$ cat config.mk
export PLATFORM = sky130hd
export DESIGN_NAME = cp0_ctrl_v2
export DESIGN_NICKNAME = d
export VERILOG_FILES = /design/src/rtl/cp0_ctrl_v2.sv
export SDC_FILE = /design/constraint.sdc
export NUM_CORES = 1
export LEC_CHECK = 0
export ABC_AREA = 1
export CAP_MARGIN = 0
export CORE_UTILIZATION = 57
export CTS_BUF_LIST = sky130_fd_sc_hd__clkbuf_8
export CTS_CLUSTER_DIAMETER = 40
export DETAILED_ROUTE_END_ITERATION = 10
export PLACE_DENSITY = 0.85
export REMOVE_ABC_BUFFERS = 1
export SYNTH_ARGS = -nofsm -noshare
export SYNTH_HDL_FRONTEND = slang
export SYNTH_SLANG_ARGS = --single-unit
$ cat constraint.sdc
create_clock -name clk -period 4.35 [get_ports clk]
set_input_delay 0.87 -clock clk [delete_from_list [all_inputs] [get_ports clk]]
set_output_delay 0.87 -clock clk [all_outputs]
set_load 0.02 [all_outputs]
$ cat src/rtl/cp0_ctrl_v2.sv
// Second-generation CP0: Status/Cause/EPC/BadVAddr/Count/Compare/EBase with timer,
// interrupt qualification and exception/ERET redirect generation.
module cp0_ctrl_v2 #(
    parameter int unsigned NR_HW_INT   = 5,
    parameter logic [31:0] EBASE_RESET = 32'h80000000,
    parameter logic [31:0] BEV_BASE    = 32'hBFC00200,
    parameter bit          VECTORED    = 1'b1,
    parameter int unsigned VEC_SPACING = 32,
    parameter int unsigned COUNT_DIV   = 1
) (
    input  logic                 clk,
    input  logic                 rst,
    input  logic [4:0]           rd_addr,
    output logic [31:0]          rd_data,
    input  logic                 wr_en,
    input  logic [4:0]           wr_addr,
    input  logic [31:0]          wr_data,
    input  logic                 exc_valid,
    input  logic [4:0]           exc_code,
    input  logic [31:0]          exc_epc,
    input  logic                 exc_bd,
    input  logic [31:0]          exc_badvaddr,
    input  logic                 eret,
    input  logic [NR_HW_INT-1:0] hw_int,
    output logic                 int_req,
    output logic                 timer_irq,
    output logic                 exc_jmp_flag,
    output logic [31:0]          exc_jmp_dest
);

    localparam logic [4:0] REG_BADVADDR = 5'd8;
    localparam logic [4:0] REG_COUNT    = 5'd9;
    localparam logic [4:0] REG_COMPARE  = 5'd11;
    localparam logic [4:0] REG_STATUS   = 5'd12;
    localparam logic [4:0] REG_CAUSE    = 5'd13;
    localparam logic [4:0] REG_EPC      = 5'd14;
    localparam logic [4:0] REG_EBASE    = 5'd15;

    logic [7:0]           im;
    logic                 bev, exl, ie;
    logic                 bd, iv;
    logic [1:0]           ip_sw;
    logic [NR_HW_INT-1:0] ip_hw;
    logic [4:0]           code_q;
    logic                 timer_q;
    logic [31:0]          epc, badvaddr, count, compare;
    logic [17:0]          ebase_f;
    logic [7:0]           prescale;
    logic                 jmp_flag;
    logic [31:0]          jmp_dest;

    logic [7:0]  ip, pending;
    logic [2:0]  irq_num;
    logic [31:0] vec_base, vec_off;
    logic        wr_ok, wr_count, wr_compare;

    assign ip         = {timer_q, 5'(ip_hw), ip_sw};
    assign pending    = ip & im;
    assign wr_ok      = wr_en & ~exc_valid & ~eret;
    assign wr_count   = wr_ok && (wr_addr == REG_COUNT);
    assign wr_compare = wr_ok && (wr_addr == REG_COMPARE);

    // Highest pending line wins the vector slot.
    always_comb begin
        irq_num = '0;
        for (int unsigned i = 0; i < 8; i++)
            if (pending[i]) irq_num = 3'(i);
    end

    always_comb begin
        vec_base = bev ? BEV_BASE : {2'b10, ebase_f, 12'b0};
        vec_off  = 32'h180;
        if (!exl && exc_code == 5'd0 && iv)
            vec_off = VECTORED ? 32'h200 + 32'(irq_num) * 32'(VEC_SPACING) : 32'h200;
    end

    always_ff @(posedge clk) begin
        if (rst) begin
            im       <= '0;
            bev      <= 1'b0;
            exl      <= 1'b0;
            ie       <= 1'b0;
            bd       <= 1'b0;
            iv       <= 1'b0;
            ip_sw    <= '0;
            ip_hw    <= '0;
            code_q   <= '0;
            timer_q  <= 1'b0;
            epc      <= '0;
            badvaddr <= '0;
            count    <= '0;
            compare  <= '0;
            ebase_f  <= EBASE_RESET[29:12];
            prescale <= '0;
            jmp_flag <= 1'b0;
            jmp_dest <= '0;
        end else begin
            ip_hw <= hw_int;

            if (wr_count) begin
                count    <= wr_data;
                prescale <= '0;
            end else if (prescale == 8'(COUNT_DIV - 1)) begin
                count    <= count + 32'd1;
                prescale <= '0;
            end else begin
                prescale <= prescale + 8'd1;
            end

            if (wr_compare)
                timer_q <= 1'b0;
            else if (count == compare)
                timer_q <= 1'b1;

            jmp_flag <= exc_valid | eret;

            if (exc_valid) begin
                code_q   <= exc_code;
                jmp_dest <= vec_base + vec_off;
                if (!exl) begin
                    epc <= exc_bd ? exc_epc - 32'd4 : exc_epc;
                    bd  <= exc_bd;
                    exl <= 1'b1;
                    if (exc_code >= 5'd1 && exc_code <= 5'd5)
                        badvaddr <= exc_badvaddr;
                end
            end else if (eret) begin
                exl      <= 1'b0;
                jmp_dest <= epc;
            end else if (wr_en) begin
                // Count writes are handled with the increment above.
                case (wr_addr)
                    REG_COMPARE: compare <= wr_data;
                    REG_STATUS: begin
                        im  <= wr_data[15:8];
                        bev <= wr_data[22];
                        exl <= wr_data[1];
                        ie  <= wr_data[0];
                    end
                    REG_CAUSE: begin
                        ip_sw <= wr_data[9:8];
                        iv    <= wr_data[23];
                    end
                    REG_EPC:   epc     <= wr_data;
                    REG_EBASE: ebase_f <= wr_data[29:12];
                    default: ;
                endcase
            end
        end
    end

    always_comb begin
        rd_data = '0;
        case (rd_addr)
            REG_BADVADDR: rd_data = badvaddr;
            REG_COUNT:    rd_data = count;
            REG_COMPARE:  rd_data = compare;
            REG_STATUS:   rd_data = {9'b0, bev, 6'b0, im, 6'b0, exl, ie};
            REG_CAUSE:    rd_data = {bd, 7'b0, iv, 7'b0, ip, 1'b0, code_q, 2'b0};
            REG_EPC:      rd_data = epc;
            REG_EBASE:    rd_data = {2'b10, ebase_f, 12'b0};
            default:      rd_data = '0;
        endcase
    end

    assign int_req      = ie & ~exl & (|pending);
    assign timer_irq    = timer_q;
    assign exc_jmp_flag = jmp_flag;
    assign exc_jmp_dest = jmp_dest;

endmodule
After elaboration in Yosys (flattened, before gate mapping)
Index checks and enable logic that the tools add are counted.
- add/sub/neg operators: 5
- order comparisons: 2
- eq/ne operators: 16
- multiplexer cells: 24
- bitwise operators: 9
- reductions and logical operators: 25
- operators by type and width (kind ; number):
    32-bit 2-to-1 mux ; 10
    32-bit one-hot mux with 7 select lines ; 1
    5-bit by 4-bit equality test with 1-bit output, second input constant ; 13
    32-bit by 1-bit adder with 32-bit output, second input constant ; 1
    32-bit adder ; 1
    32-bit equality test ; 1
    32-bit by 3-bit subtractor with 32-bit output, second input constant ; 1
    30-bit 2-to-1 mux ; 1
    4-bit AND reduction ; 5
    3-bit 2-to-1 mux ; 6
    10-bit by 8-bit adder with 11-bit output, first input constant ; 1
    11-bit 2-to-1 mux ; 1
    8-bit by 1-bit adder with 8-bit output, second input constant ; 1
    8-bit bitwise AND ; 1
    8-bit zero test ; 1
    2-bit nonzero test ; 4
    8-bit OR reduction ; 1
    3-bit nonzero test ; 2
    5-bit by 1-bit >= comparator with 1-bit output, second input constant ; 1
    5-bit by 3-bit less-or-equal comparator with 1-bit output, second input constant ; 1
    1-bit logical AND ; 5
    5-bit zero test ; 1
    1-bit 2-to-1 mux ; 5
    1-bit bitwise AND ; 4
    other kinds (8) ; 12
- register bits after elaboration: 213
- input port bits: 122
- logic and storage cells: 99

Longest topological paths before layout
- depth after elaboration: 12
- depth in mapped cells: 12
- gate-level depth less buffers: 12

Least setup slack after synthesis
No wires, ideal clock.
- path kind: input -> output
- start point: input port rd_addr[4]
- end point: output port rd_data[29]
- arrival time: 1987 ps
- slack: 1493 ps
- cell stages on the path: 8
- cell sequence: nor3_1 > nand3_1 > inv_2 > buf_4 > nand2_1 > o21ai_0 > a21oi_1 > o211ai_1
- longest elaborated chain between the ends: 2
- ends and longest elaborated chain (element ; RTL line ; source):
    start, declared ; 13 ; input logic [4:0] rd_addr,
    5-bit by 4-bit equality test with 1-bit output ; 154 ; case (rd_addr)
    32-bit one-hot mux with 7 select lines (*) ; 154 ;
    end, declared ; 14 ; output logic [31:0] rd_data,
Mark *: on every way between the ends. The rest lies on a longest branch, timed or not.

Worst setup path after layout
- start point: input port rd_addr[0]
- end point: output port rd_data[14]
The elaborated chain is that of the path after synthesis.

==> impl_metrics.env <==
export IMPL_outcome="finished, final reports clean"
export IMPL_grt_antenna_before_repair=1
export IMPL_fmax_mhz=242.3
export IMPL_ctsResizeCount=0
export IMPL_period_needed_ps=4127
export IMPL_drc=0
export IMPL_worst_setup_path_start_kind="input pin"
export IMPL_critPathKind="in2out"
export IMPL_die_x_um=143.7
export IMPL_skew_ps=18.45
export IMPL_synth_seq_cells=213
export IMPL_dr_first_iter_drc_count=1824
export IMPL_yosysTopAreaCellShare=0.3726
export IMPL_grt_start_max_net_pins=65
export IMPL_place_ws_ps=281.6
export IMPL_grt_pass1_vias=12060
export IMPL_cp_arrival_ps=3260
export IMPL_synth_ff_type="dfxtp_1"
export IMPL_synth_xor_area_frac=0.04286
export IMPL_slew_headroom=0.4378
export IMPL_yosys_area_share_simple=0.2785
export IMPL_clock_latency_ps=540
export IMPL_drv_slew=0
export IMPL_final_antenna_net_count=0
export IMPL_wl_per_cell_um=19.30
export IMPL_grt_first_pass_wirelength_mm=65.23
export IMPL_power_leakage_nw=5.877
export IMPL_async_flop_share=0
export IMPL_start_util=0.5841
export IMPL_placementRows=51
export IMPL_h_tree_depth=2
export IMPL_synthMuxAreaShare=0
export IMPL_dpl_cell_area_sq_um=13500
export IMPL_design_core_area_sq_um=19590
export IMPL_synth_cell_types=45
export IMPL_num_vias=12930
export IMPL_yosys_warnings=0
export IMPL_synth_top_family_by_area="simple AND/OR/NAND/NOR gates"
export IMPL_cts_buffers=41
export IMPL_vias_per_cell=5.816
export IMPL_grt_usage=0.4167
export IMPL_cap_violations=0
export IMPL_path_clk_slew_ps=60
export IMPL_crit_fanout=10
export IMPL_synth_edff_count=0
export IMPL_setup_viol=0
export IMPL_fin_crit_sh=0.9487
export IMPL_final_area_sq_um=14330
export IMPL_fin_ws_ps=223.0
export IMPL_synth_avg_cell_area_sq_um=6.502
export IMPL_synth_cell_area_sq_um=11440
export IMPL_place_congestion=0.9841
export IMPL_syn2layout_area_growth_pct=25.19
export IMPL_peakVddDrop_mv=0.2828
export IMPL_synth_compound_area_frac=0.2041
export IMPL_nets=2056
export IMPL_cts_hold_buf=0
export IMPL_nFillCells=1635
export IMPL_clock_sinks=213
export IMPL_ioPinCount=189
export IMPL_routed_wl_mm=42.91
export IMPL_yosysSeqAreaShare=0.3726
export IMPL_multi_input_area_sq_um=6085
export IMPL_clockBufferDepth=3
export IMPL_cts_tree="done"
export IMPL_hold_ws_ps=453.0
export IMPL_fp_dieH_um=143.7
export IMPL_grt_setup_unrepaired="false"
export IMPL_cp_required_ps=3480
export IMPL_port_buffers=188
export IMPL_drive_gt1_frac=0.05924
export IMPL_root_buffer="clkbuf_8"
export IMPL_seqCellArea_sq_um=4264
export IMPL_ys_top_cells_by_area="dfxtp_1 (37%), nand2_1 (12%), nor2_1 (8.9%), o21ai_0 (7.8%), a21oi_1 (7.5%)"
export IMPL_syn_inst=1760
export IMPL_overflow=0
export IMPL_synthAdderAreaFrac=0.005467
export IMPL_hpwl_mm=30.79
export IMPL_post_cts_buffers=0
export IMPL_hold_viol=0
export IMPL_dieArea_sq_um=20650
export IMPL_diodes=0
export IMPL_end_kind="output pin"
export IMPL_drt_pass1_iter_count=6
export IMPL_setup_tns_ps=0
export IMPL_synth_top_cell_by_area="dfxtp_1"
export IMPL_min_path_type="reg2reg"
export IMPL_worst_pin_slew_ps=842.4
export IMPL_cellPowerDensity_nw_per_um2=319.9
-- state kept, by name (all words and copies together) (netlist names) --
| name | cells |
|---|---|
| ip_hw | 5 |
| badvaddr | 32 |
| bd | 1 |
| im | 8 |
| epc | 32 |
| ebase_f | 18 |
| timer_irq | 1 |
| prescale | 8 |
| ie | 1 |
| iv | 1 |
| exl | 1 |
| exc_jmp_dest | 32 |
| code_q | 5 |
| compare | 32 |
| count | 32 |
| ip_sw | 2 |
| bev | 1 |
| exc_jmp_flag | 1 |
-- power breakdown --
group / switching [W] / internal [W] / leakage (nW) / total (W)
Clock: 0.000872 / 0.00114 / 0.475 / 0.00201
Combinational: 0.000302 / 0.000208 / 3.67 / 0.000511
Sequential: 0.0000497 / 0.00201 / 1.73 / 0.00206
-- stage by stage --
stage,power (W),utilization,cells
after floorplan,0.002297,-,1673
after global placement,0.002581,0.6889,2151
after detailed placement,0.002590,0.6889,2151
after CTS,0.004554,0.7313,2223
after global routing,0.004719,0.7313,2223
final,0.004584,0.7313,2223
-- critical path, stage by stage --
cell and delay (ps):
clkdlybuf4s50_1 540, nor3b_1 270, nand3_1 180, inv_1 390, a22o_1 190, a21oi_1 40, nand3_1 140, clkdlybuf4s50_1 630
-- cell usage in the layout, fill, tap and decap left out, types with 2 or more instances in the layout --
| cell type | instances |
|---|---|
| nand2_1 | 375 |
| nor2_1 | 272 |
| dfxtp_1 | 213 |
| inv_1 | 196 |
| clkdlybuf4s50_1 | 186 |
| o21ai_0 | 178 |
| a21oi_1 | 171 |
| nand3_1 | 68 |
| clkbuf_8 | 49 |
| xor2_1 | 43 |
| o22ai_1 | 22 |
| buf_4 | 22 |
| o211ai_1 | 21 |
| nor3_1 | 18 |
| nand4_1 | 18 |
| xnor2_1 | 13 |
| a221oi_1 | 9 |
| inv_2 | 8 |
| clkinv_2 | 5 |
| a31oi_1 | 5 |
| nor2_2 | 5 |
| or2_2 | 5 |
| ha_1 | 5 |
| o2111ai_1 | 4 |
| o21ai_1 | 4 |
| a22o_1 | 4 |
| nand2_2 | 4 |
| nor3_2 | 3 |
| a211oi_1 | 3 |
| nand3b_1 | 3 |
| buf_12 | 3 |
| nor3b_1 | 2 |
| o221ai_1 | 2 |
| a21o_1 | 2 |
| bufinv_16 | 2 |
| clkinvlp_4 | 2 |
| buf_2 | 2 |
-- synthesized netlist by cell type (4+ instances only) --
| library cell | instances |
|---|---|
| a31oi_1 | 5 |
| or2_2 | 5 |
| a221oi_1 | 9 |
| o22ai_1 | 22 |
| buf_1 | 5 |
| ha_1 | 5 |
| nand2_2 | 4 |
| clkbuf_1 | 47 |
| buf_4 | 4 |
| xor2_1 | 43 |
| o2111ai_1 | 4 |
| inv_2 | 8 |
| a21oi_1 | 171 |
| o21ai_1 | 4 |
| a22o_1 | 4 |
| dfxtp_1 | 213 |
| nor2_2 | 5 |
| nand2_1 | 375 |
| nor2_1 | 272 |
| nor3_1 | 18 |
| buf_2 | 29 |
| xnor2_1 | 13 |
| inv_1 | 183 |
| o211ai_1 | 21 |
| nand4_1 | 18 |
| o21ai_0 | 178 |
| nand3_1 | 68 |
-- per-layer routing --
layer / GRT usage / part of all wire / routed length, um
met1: 0.5427 / 0.39 / 16900
met2: 0.6423 / 0.44 / 18930
met3: 0.1180 / 0.13 / 5441
met4: 0.1781 / 0.038 / 1634
met5: 0 / 0 / 0
-- cell families after synthesis --
kind of cell | Yosys count
adder cells (fa/ha/maj) | 5
flip-flops | 213
XOR/XNOR | 56
buffers and inverters | 278
AND/OR/NAND/NOR | 779
AO/OA/AOI/OAI | 429
-- worst paths after layout --
path	startpoint	endpoint	slack, ps	depth (start not counted)
max	rd_addr[0]	rd_data[14]	220	8
min reg2reg	prescale[0]$_SDFF_PP0_	prescale[0]$_SDFF_PP0_	450	1
max reg2reg	exl$_SDFFE_PP0P_	badvaddr[10]$_SDFFE_PP0P_	2040	9
min	prescale[0]$_SDFF_PP0_	prescale[0]$_SDFF_PP0_	450	1
-- final cells by class --
cell class                      instances  area share
Timing Repair Buffer                  213      0.1464
Sequential cell                       213      0.2976
Tap cell                              265     0.02314
Clock buffer                           49     0.04707
Inverter                              191     0.05013
Multi-Input combinational cell       1269      0.4247
Clock inverter                         23     0.01092
Power figures use the tool's default switching activity.
